==> config.mk <==
export PLATFORM = sky130hd
export DESIGN_NAME = flow_temp_regulator
export DESIGN_NICKNAME = d
export VERILOG_FILES = /design/src/rtl/flow_reg_pkg.sv /design/src/rtl/pwm_gen.sv /design/src/rtl/flow_temp_regulator.sv
export SDC_FILE = /design/constraint.sdc
export NUM_CORES = 1
export LEC_CHECK = 0
export ABC_AREA = 1
export CAP_MARGIN = 20
export CORE_ASPECT_RATIO = 2
export CORE_MARGIN = 2
export CORE_UTILIZATION = 60
export CTS_BUF_LIST = sky130_fd_sc_hd__clkbuf_4 sky130_fd_sc_hd__clkbuf_8
export CTS_CLUSTER_DIAMETER = 100
export DETAILED_ROUTE_END_ITERATION = 6
export PLACE_DENSITY_LB_ADDON = 0.25
export RECOVER_POWER = 50
export REMOVE_ABC_BUFFERS = 1
export SKIP_CTS_REPAIR_TIMING = 1
export SYNTH_ARGS = -nofsm -noshare
export SYNTH_HDL_FRONTEND = slang
export SYNTH_HIERARCHICAL = 1
export SYNTH_SLANG_ARGS = --single-unit
==> constraint.sdc <==
create_clock -name col_clk -period 4.64 [get_ports col_clk]
set_input_delay 0.928 -clock col_clk [delete_from_list [all_inputs] [get_ports col_clk]]
set_output_delay 0.928 -clock col_clk [all_outputs]
set_load 0.1 [all_outputs]
==> src/rtl/flow_reg_pkg.sv <==
// Shared types and constants for the flow/temperature regulator.
// Holds the level/state encodings, duty targets and sample range limits.
package flow_reg_pkg;

    typedef enum logic {
        ST_RUN   = 1'b0,
        ST_FAULT = 1'b1
    } state_t;

    typedef enum logic [1:0] {
        LVL_OFF  = 2'd0,
        LVL_LOW  = 2'd1,
        LVL_MID  = 2'd2,
        LVL_HIGH = 2'd3
    } level_t;

    localparam logic [7:0] DUTY_OFF  = 8'd0;
    localparam logic [7:0] DUTY_LOW  = 8'd85;
    localparam logic [7:0] DUTY_MID  = 8'd170;
    localparam logic [7:0] DUTY_HIGH = 8'd255;

    localparam logic [7:0] TEMP_MAX  = 8'd50;
    localparam logic [7:0] HUM_MIN   = 8'd20;
    localparam logic [7:0] HUM_MAX   = 8'd90;
    localparam logic [1:0] BAD_LIMIT = 2'd3;

    // Number of thresholds (a <= b <= c) that t meets or exceeds.
    function automatic logic [1:0] thr_count(input logic [7:0] t, input logic [7:0] a,
                                             input logic [7:0] b, input logic [7:0] c);
        logic [1:0] n;
        n = 2'd0;
        if (t >= a) n = n + 2'd1;
        if (t >= b) n = n + 2'd1;
        if (t >= c) n = n + 2'd1;
        return n;
    endfunction

    function automatic logic [7:0] level_duty(input level_t l);
        logic [7:0] d;
        case (l)
            LVL_OFF:  d = DUTY_OFF;
            LVL_LOW:  d = DUTY_LOW;
            LVL_MID:  d = DUTY_MID;
            default:  d = DUTY_HIGH;
        endcase
        return d;
    endfunction

endpackage

==> src/rtl/pwm_gen.sv <==
// PWM generator: prescaled 8-bit counter with a duty shadow that only reloads
// on the 255->0 wrap, so a duty change never shortens or splits a period.
module pwm_gen #(
    parameter int PWM_DIV = 4
) (
    input  logic       clk,
    input  logic       rst,
    input  logic [7:0] duty,
    output logic       pwm_out
);

    logic [31:0] pre_q;
    logic [7:0]  cnt_q;
    logic [7:0]  shadow_q;
    logic        tick;

    assign tick = (pre_q == 32'(PWM_DIV - 1));

    // pwm_out is registered so the pin never sees comparator glitches.
    always_ff @(posedge clk) begin
        if (rst) begin
            pre_q    <= 32'd0;
            cnt_q    <= 8'd0;
            shadow_q <= 8'd0;
            pwm_out  <= 1'b0;
        end else begin
            pre_q <= tick ? 32'd0 : pre_q + 32'd1;
            if (tick) begin
                cnt_q <= cnt_q + 8'd1;
                if (cnt_q == 8'hFF) shadow_q <= duty;
            end
            pwm_out <= (shadow_q == 8'hFF) || (cnt_q < shadow_q);
        end
    end

endmodule

==> src/rtl/flow_temp_regulator.sv <==
// Fan/flow regulator: hysteretic level select, ramped duty, PWM drive, fault fallback.
// Optional humidity boost is enabled by defining FLOW_HUM_BOOST_EN.
module flow_temp_regulator
    import flow_reg_pkg::*;
#(
    parameter int PWM_DIV   = 4,
    parameter int RAMP_DIV  = 1024,
    parameter int STALE_CYC = 75_000_000,
    parameter int T_LOW     = 20,
    parameter int T_MID     = 25,
    parameter int T_HIGH    = 30,
    parameter int HYST      = 1,
    parameter int HUM_TH    = 70
) (
    input  logic       col_clk,
    input  logic       sys_rst,
    input  logic       sample_valid,
    input  logic       sample_err,
    input  logic [7:0] temp_in,
    input  logic [7:0] hum_in,
    output logic [1:0] level,
    output logic [7:0] duty,
    output logic       pwm_out,
    output logic       fault
);

    // sample_valid is a one-cycle strobe with no back-pressure: temp_in,
    // hum_in and sample_err are consumed on exactly the cycle it is high.
    localparam logic [31:0] STALE_MAX  = 32'(STALE_CYC);
    localparam logic [31:0] STALE_LAST = 32'(STALE_CYC - 1);
    localparam logic [31:0] RAMP_LAST  = 32'(RAMP_DIV - 1);

    state_t      state_q, state_d;
    level_t      base_q, base_d, eff_lvl;
    logic [1:0]  bad_cnt_q;
    logic [31:0] stale_q;
    logic [31:0] ramp_q;
    logic [7:0]  duty_q, target;
    logic [1:0]  up, down;
    logic        good, bad, expire, ramp_tick;

    assign good = sample_valid && !sample_err && (temp_in <= TEMP_MAX) &&
                  (hum_in >= HUM_MIN) && (hum_in <= HUM_MAX);
    assign bad  = sample_valid && !good;

    // A good sample on the expiry cycle masks the timeout.
    assign expire    = !good && (stale_q >= STALE_LAST);
    assign ramp_tick = (ramp_q == RAMP_LAST);

    always_comb begin
        state_d = state_q;
        case (state_q)
            ST_RUN:   if (!good && ((bad && bad_cnt_q == BAD_LIMIT - 2'd1) || expire))
                          state_d = ST_FAULT;
            default:  if (good) state_d = ST_RUN;
        endcase
    end

    always_comb begin
        up     = thr_count(temp_in, 8'(T_LOW), 8'(T_MID), 8'(T_HIGH));
        down   = thr_count(temp_in, 8'(T_LOW - HYST), 8'(T_MID - HYST), 8'(T_HIGH - HYST));
        base_d = base_q;
        if (up > base_q)        base_d = level_t'(up);
        else if (down < base_q) base_d = level_t'(down);
    end

`ifdef FLOW_HUM_BOOST_EN
    logic boost_q;

    always_ff @(posedge col_clk) begin
        if (sys_rst)   boost_q <= 1'b0;
        else if (good) boost_q <= (hum_in >= 8'(HUM_TH));
    end

    // Boost shifts only the effective level; hysteresis keeps tracking base_q.
    always_comb begin
        eff_lvl = base_q;
        if (state_q == ST_FAULT)               eff_lvl = LVL_HIGH;
        else if (boost_q && base_q != LVL_HIGH) eff_lvl = level_t'(base_q + 2'd1);
    end
`else
    always_comb begin
        eff_lvl = base_q;
        if (state_q == ST_FAULT) eff_lvl = LVL_HIGH;
    end
`endif

    assign target = level_duty(eff_lvl);

    always_ff @(posedge col_clk) begin
        if (sys_rst) begin
            state_q   <= ST_RUN;
            base_q    <= LVL_OFF;
            bad_cnt_q <= 2'd0;
            stale_q   <= 32'd0;
            ramp_q    <= 32'd0;
            duty_q    <= 8'd0;
        end else begin
            state_q <= state_d;
            ramp_q  <= ramp_tick ? 32'd0 : ramp_q + 32'd1;
            if (good) begin
                base_q    <= base_d;
                bad_cnt_q <= 2'd0;
                stale_q   <= 32'd0;
            end else begin
                if (bad && bad_cnt_q != BAD_LIMIT) bad_cnt_q <= bad_cnt_q + 2'd1;
                if (stale_q != STALE_MAX)          stale_q   <= stale_q + 32'd1;
            end
            // Fault bypasses the ramp so full flow is applied immediately.
            if (state_d == ST_FAULT)                       duty_q <= DUTY_HIGH;
            else if (ramp_tick && duty_q < target)         duty_q <= duty_q + 8'd1;
            else if (ramp_tick && duty_q > target)         duty_q <= duty_q - 8'd1;
        end
    end

    pwm_gen #(
        .PWM_DIV (PWM_DIV)
    ) u_pwm (
        .clk     (col_clk),
        .rst     (sys_rst),
        .duty    (duty_q),
        .pwm_out (pwm_out)
    );

    assign level = eff_lvl;
    assign duty  = duty_q;
    assign fault = (state_q == ST_FAULT);

endmodule

==> flow_summary_export.csv, run 1 <==
group,metric,value,unit
synth,async_reset_ff_share,0,%
worst_hold_path,min_path_type,"reg2reg",
synth,synthAdderAreaFrac,4.88,%
timing,setup_viol,0,
timing,skew,0.0159,ns
grt,grt_pass1_wl,32000,microns
synth,netlist_area,7850,sq um
floorplanning,row_count,59,
timing,tightest_slew,1.33,ns
synth,synth_compound_area_share,9.13,%
cells_and_area,antennaDiodeCount,0,
routing,dr.pass1.iters,6,
synth,synth-main-ff-cell,"dfxtp_1",
power,vdd_drop_max,0.191,mV
power,internal_power,1850,uW
timing,hold_violations,0,
synth,synthTopCellsByArea,"dfxtp_1, nand2_1, nor2_1",
critical_path,crit_type,"reg2out",
grt,grt-ovfl-total,0,
synth,synth_top_family_by_area,"simple AND/OR/NAND/NOR gates",
clocking,cts_buffers,17,
clocking,clock_sinks,126,
power,switching_share,27.2,%
critical_path,cp_data_required_time,3.71,ns
timing,slew_viol_final,0,
synth,synthTopCellsByCount,"nand2_1, nor2_1, inv_1, dfxtp_1, a21oi_1",
synth,ys_ff_latch,126,
floorplanning,dieArea,14100,sq um
synth,synth_edf_count,0,
timing,relSlewSlack,10.8,%
grt,grt_pass1_vias,7537,
clocking,cts_tree,"yes",
power,power,2550,uW
placement,finalWeightedCongestion,1.05,
cells_and_area,num-fill-cells,1200,
synth,synthXorXnorAreaFrac,4.35,%
timing,min_period,3.25,ns
cells_and_area,drive_gt1_share,6.63,%
floorplanning,start_util,60.8,%
routing,drtIter0Drc,292,
power,switching_power,692,uW
power,combPwrFrac,13.0,%
routing,drc_errors,0,
routing,vias,7744,
placement,pre_cts_ws,0.994,ns
routing,routed_via_density,5.40,
synth,synth_top_cell_area_share,32.1,%
critical_path,worstSetupEndpointType,"primary output",
synth,postSynthCellCount,1234,
job,drv_cap,0,
synth,ys_warn_count,6,
clocking,h-tree-depth,4,
cells_and_area,multi_input_area,4570,sq um
floorplanning,io_pins,32,
cells_and_area,regArea,2520,sq um
synth,avgSynthCellArea,6.36,sq um
routing,wire_per_inst,12.9,microns
cells_and_area,fin_cells,1435,
critical_path,cp-start-kind,"flop",
timing,finalSetupTns,0,ns
synth,ys_seq_area_share,32.1,%
synth,yosys-mux-area-fraction,0,%
clocking,root_buffer,"clkbuf_8",
power,seqPwrFrac,44.3,%
floorplanning,design.core.area,12900,sq um
synth,synthSimpleGateAreaFrac,40.1,%
critical_path,cp_slowest_cell,"clkdlybuf4s50_1",
grt,grt_use_total,27.4,%
outcome,status,"finished, final reports clean",
clocking,clkTransAtPathRegs,0.07,ns
floorplanning,die_h,166,microns
grt,grt_max_degree,24,
placement,io_buffers,31,
placement,dp.cells,1403,
routing,ant_nets,0,
grt,antenna_found_initial,0,
power,clockPowerShare,42.7,%
cells_and_area,synthToLayoutAreaGrowth,10.7,%
clocking,clockBufferDepth,2,
timing,period_share,70.1,%
timing,fin_ws,1.39,ns
synth,post_synth_num_cell_types,42,
critical_path,critical_path_buf_inv_count,2,
floorplanning,fp.dieW,84.9,microns
placement,dp_hpwl,14200,microns
critical_path,cp_cell_sequence,"inv_1 > nand2_1 > clkdlybuf4s50_1",
critical_path,cp.arrival,2.33,ns
power,cellPowerDensity,293,nW/um^2
synth,yosysMostFrequentCell,"nand2_1",
critical_path,cp_max_fo,4,
timing,fmax,307,MHz
critical_path,slowest_delay,1.16,ns
timing,rsz0062_at_grt,"false",
critical_path,critical_path.top_delay_family,"buffers and inverters",
synth,synth_area_leader_cell,"dfxtp_1",
cells_and_area,layout.nets,1320,
power,p_leak,0.00371,uW
clocking,clk_latency,0.44,ns
routing,drt_wl_total,18500,microns
[path summary, 6_finish.rpt]
path                       start         endpoint  slack (ns)  depth (start not counted)
hold reg to reg        ramp_q[0]        ramp_q[0]        0.45                          1
hold / removal         ramp_q[0]        ramp_q[0]        0.45                          1
setup reg to reg  u_pwm/pre_q[0]  u_pwm/pre_q[23]        1.55                         10
setup / recovery           fault         level[0]        1.39                          3
[area by class of cell]
class | count | share of cell area (%)
clock inverters | 9 | 1.82
repair buffers | 33 | 3.66
inverters | 168 | 7.26
flip-flops and latches | 126 | 29.0
multi-input cells | 924 | 52.6
well taps | 152 | 2.19
clock buffers | 23 | 3.43
[state kept, by name, summed over array words and instances, names as in the netlist]
name,flops
u_pwm/shadow_q,8
u_pwm/pwm_out,1
stale_q,32
base_q,2
fault,1
bad_cnt_q,2
u_pwm/pre_q,32
ramp_q,32
duty,8
u_pwm/cnt_q,8
[metrics by stage]
stage | hold WS (ns) | utilization (%) | cell area (sq um)
after CTS | 0.448 | 67.4 | 8710
after global placement | 0.429 | 63.9 | 8260
after floorplan | 0.418 | - | 7740
after detailed placement | 0.435 | 63.9 | 8260
after global routing | 0.478 | 67.2 | 8690
final | 0.446 | 67.2 | 8690
[worst reg2reg max path, cell delays in order (launching register included)]
cell,delay (ns)
dfxtp_1,0.41
ha_1,0.29
inv_1,0.15
nor2_1,0.12
nand2_1,0.07
nor2_1,0.13
nand2_2,0.06
nor2_1,1.00
nor2_1,0.51
nand2_1,0.19
inv_1,0.05
[routing by layer]
metal  vias up  wire [microns]  track usage (%)  part of all wire [%]
li1       3974               -                -                     -
met1      3506            6720             25.4                    36
met2       187           10200             52.7                    55
met3        77             605             4.57                   3.3
met4         0            1020             17.7                   5.5
met5         -               0                0                     0
[cell families after synthesis]
family,after synthesis
xor+xnor,39
fa+ha+maj,30
compound gates,133
simple gates,722
buf+inv,184
flops,126
[power groups by stage]
| stage | Combinational [uW] | Clock [uW] | Sequential, uW |
|---|---|---|---|
| after global routing | 371 | 1150 | 1130 |
| final | 331 | 1090 | 1130 |
| after CTS | 337 | 1100 | 1130 |
| after global placement | 326 | 0 | 1150 |
| after floorplan | 190 | 0 | 1200 |
| after detailed placement | 332 | 0 | 1150 |
[layout by cell type, fill, tap and decap left out, drive strengths merged]
cell type | Yosys | layout
a21oi | 75 | 75
and3 | 3 | 3
nand4 | 12 | 12
clkinvlp | 0 | 2
o21bai | 1 | 1
nor3 | 38 | 38
a21o | 1 | 1
fa | 1 | 1
clkdlybuf4s50 | 0 | 30
nand3b | 8 | 8
nand3 | 65 | 65
nor4 | 8 | 8
dlygate4sd3 | 0 | 1
clkbuf | 2 | 25
xor2 | 22 | 22
inv | 168 | 168
o21ai | 41 | 41
nand2 | 331 | 331
a31oi | 5 | 5
a22oi | 1 | 1
o31ai | 2 | 2
nor3b | 3 | 3
dfxtp | 126 | 126
or2 | 3 | 3
a21boi | 1 | 1
clkinv | 0 | 3
xnor2 | 17 | 17
nor2 | 251 | 251
o21a | 6 | 6
ha | 29 | 29
bufinv | 0 | 4
Power figures use the tool's default switching activity.
==> run 2, diff against run 1 <==
Settings changed: CORE_UTILIZATION 60 to 57.
Clock period 4.64 ns to 2.7 ns, I/O delays scaled along.
==> run 2 against run 1 <==
  * Die area is 5.1% higher
  * Setup slack got worse by 1.2 ns
  * Combinational power increased by 93%
  * Total power grew 74%
  * Critical path depth grew 12
  * Critical path type is now in2reg
  * Largest power group unchanged
==> flow_summary_export.csv, run 2 (synthesis gave the netlist of run 1 again) <==
group,metric,value,unit
placement,place_area,8450,sq um
cells_and_area,layout.nets,1351,
power,p_leak,0.00389,uW
timing,hold_violations,0,
outcome,status,"finished, final reports clean",
timing,slew_viol_final,0,
timing,min_period,2.55,ns
floorplanning,start_util,58.4,%
critical_path,r2r_end,"duty[5]",
job,drv_cap,0,
clocking,clk_latency,0.44,ns
cells_and_area,final_cell_mix,"nand2_1, nor2_1, inv_1, dfxtp_1, a21oi_1",
clocking,clock_sinks,126,
timing,relSlewSlack,19.3,%
routing,drtIter0Drc,339,
clocking,root_buffer,"clkbuf_8",
placement,io_buffers,31,
placement,dp_hpwl,14600,microns
routing,drc_errors,0,
routing,ant_nets,0,
cells_and_area,antennaDiodeCount,0,
critical_path,cp_max_fo,4,
floorplanning,design.core.area,13400,sq um
cells_and_area,reg_top3,"ramp_q (32), stale_q (32), u_pwm/pre_q (32)",
clocking,clkTransAtPathRegs,0.09,ns
floorplanning,fp.dieW,87.0,microns
worst_hold_path,min_path_type,"reg2reg",
critical_path,cp_cell_sequence,"clkdlybuf4s50_1 > inv_1 > buf_4 > nor3_1 > nor2_4 > buf_4 > ha_1 > a21oi_1 > ha_1 > o21ai_0 > nand2_1 > nand2_2 > nand3_1 > nand2_1 > nor2_1",
timing,period_share,94.3,%
timing,fmax,393,MHz
timing,fin_ws,0.154,ns
cells_and_area,postLayoutCellArea,9050,sq um
critical_path,crit_type,"in2reg",
power,vdd_drop_max,0.377,mV
routing,routed_via_density,5.29,
worst_hold_path,hold_depth,1,
grt,grt_pass1_vias,7503,
routing,drt_wl_total,19100,microns
placement,pre_cts_ws,-0.537,ns
timing,skew,0.0173,ns
critical_path,rr_startpoint,"fault",
critical_path,cp_data_required_time,3.03,ns
clocking,clockBufferDepth,2,
routing,dr.pass1.iters,6,
timing,tightest_slew,1.22,ns
clocking,h-tree-depth,4,
routing,wire_per_inst,13.0,microns
routing,vias,7765,
grt,grt_max_degree,24,
grt,antenna_found_initial,0,
placement,dp.cells,1433,
worst_hold_path,min_from,"u_pwm/pre_q[0]",
critical_path,slowest_delay,0.48,ns
critical_path,reg2reg_depth,17,
grt,grt-ovfl-total,0,
worst_hold_path,hold_end,"u_pwm/pre_q[0]",
cells_and_area,synthToLayoutAreaGrowth,15.3,%
cells_and_area,layout.cells.most_common,"nand2_1",
grt,grt_pass1_wl,32100,microns
clocking,cts_tree,"yes",
critical_path,worstSetupEndpointType,"flop",
floorplanning,dieArea,14800,sq um
grt,grt_use_total,27.0,%
placement,finalWeightedCongestion,0.953,
cells_and_area,fin_cells,1469,
floorplanning,row_count,60,
clocking,cts_buffers,17,
floorplanning,die_h,170,microns
critical_path,cp_slowest_cell,"clkdlybuf4s50_1",
timing,setup_viol,0,
power,cellPowerDensity,490,nW/um^2
critical_path,cp.arrival,2.88,ns
critical_path,cp-start-kind,"primary input",
cells_and_area,drive_gt1_share,12.5,%
timing,finalSetupTns,0,ns
critical_path,ff2ff_setup_slack,0.16,ns
floorplanning,io_pins,32,
==> run 2: area by class of cell <==
cell class                      count  area, sq um
Multi-Input combinational cell    924         4710
Clock inverter                     13          186
Fill cell                        1244         4390
Sequential cell                   126         2530
Inverter                          168          631
Tap cell                          155          194
Clock buffer                       19          262
Timing Repair Buffer               64          529
==> run 2: routing by layer <==
layer	part of all wire, %	track usage (%)
met3	2.9	4.51
met1	38	25.9
met4	3.2	11.7
met2	56	53.5
met5	0	0
==> run 2: through the flow <==
stage	hold slack [ns]	total power, uW	util [%]
global route	0.498	4650	67.3
CTS	0.480	4450	66.2
global placement	0.455	2570	62.9
finish	0.482	4440	67.3
floorplan	0.418	2400	-
detailed placement	0.465	2590	62.9
==> run 2: how the worst max path moves through the flow <==
stage               cells past startpoint        end        from  slack, ns
finish                                 15  base_q[1]  temp_in[4]       0.15
global placement                       18  base_q[1]  temp_in[6]      -0.45
global route                           17    duty[5]   ramp_q[0]      -0.06
floorplan                              17    duty[5]       fault      -1.11
detailed placement                     18  base_q[1]  temp_in[6]      -0.54
CTS                                    18  base_q[1]  temp_in[6]      -0.08
==> run 2: critical path: cells and delay by family <==
family                   cells  cell delay (ns)
AND/OR/NAND/NOR              7             0.84
buffers and inverters        4             0.81
AO/OA/AOI/OAI                2             0.25
adder cells (fa/ha/maj)      2             0.44
==> run 2: power breakdown <==
part	switching [uW]	internal (uW)	total [uW]
registers	43.1	1890	1940
clock network	801	1060	1860
logic	415	224	639
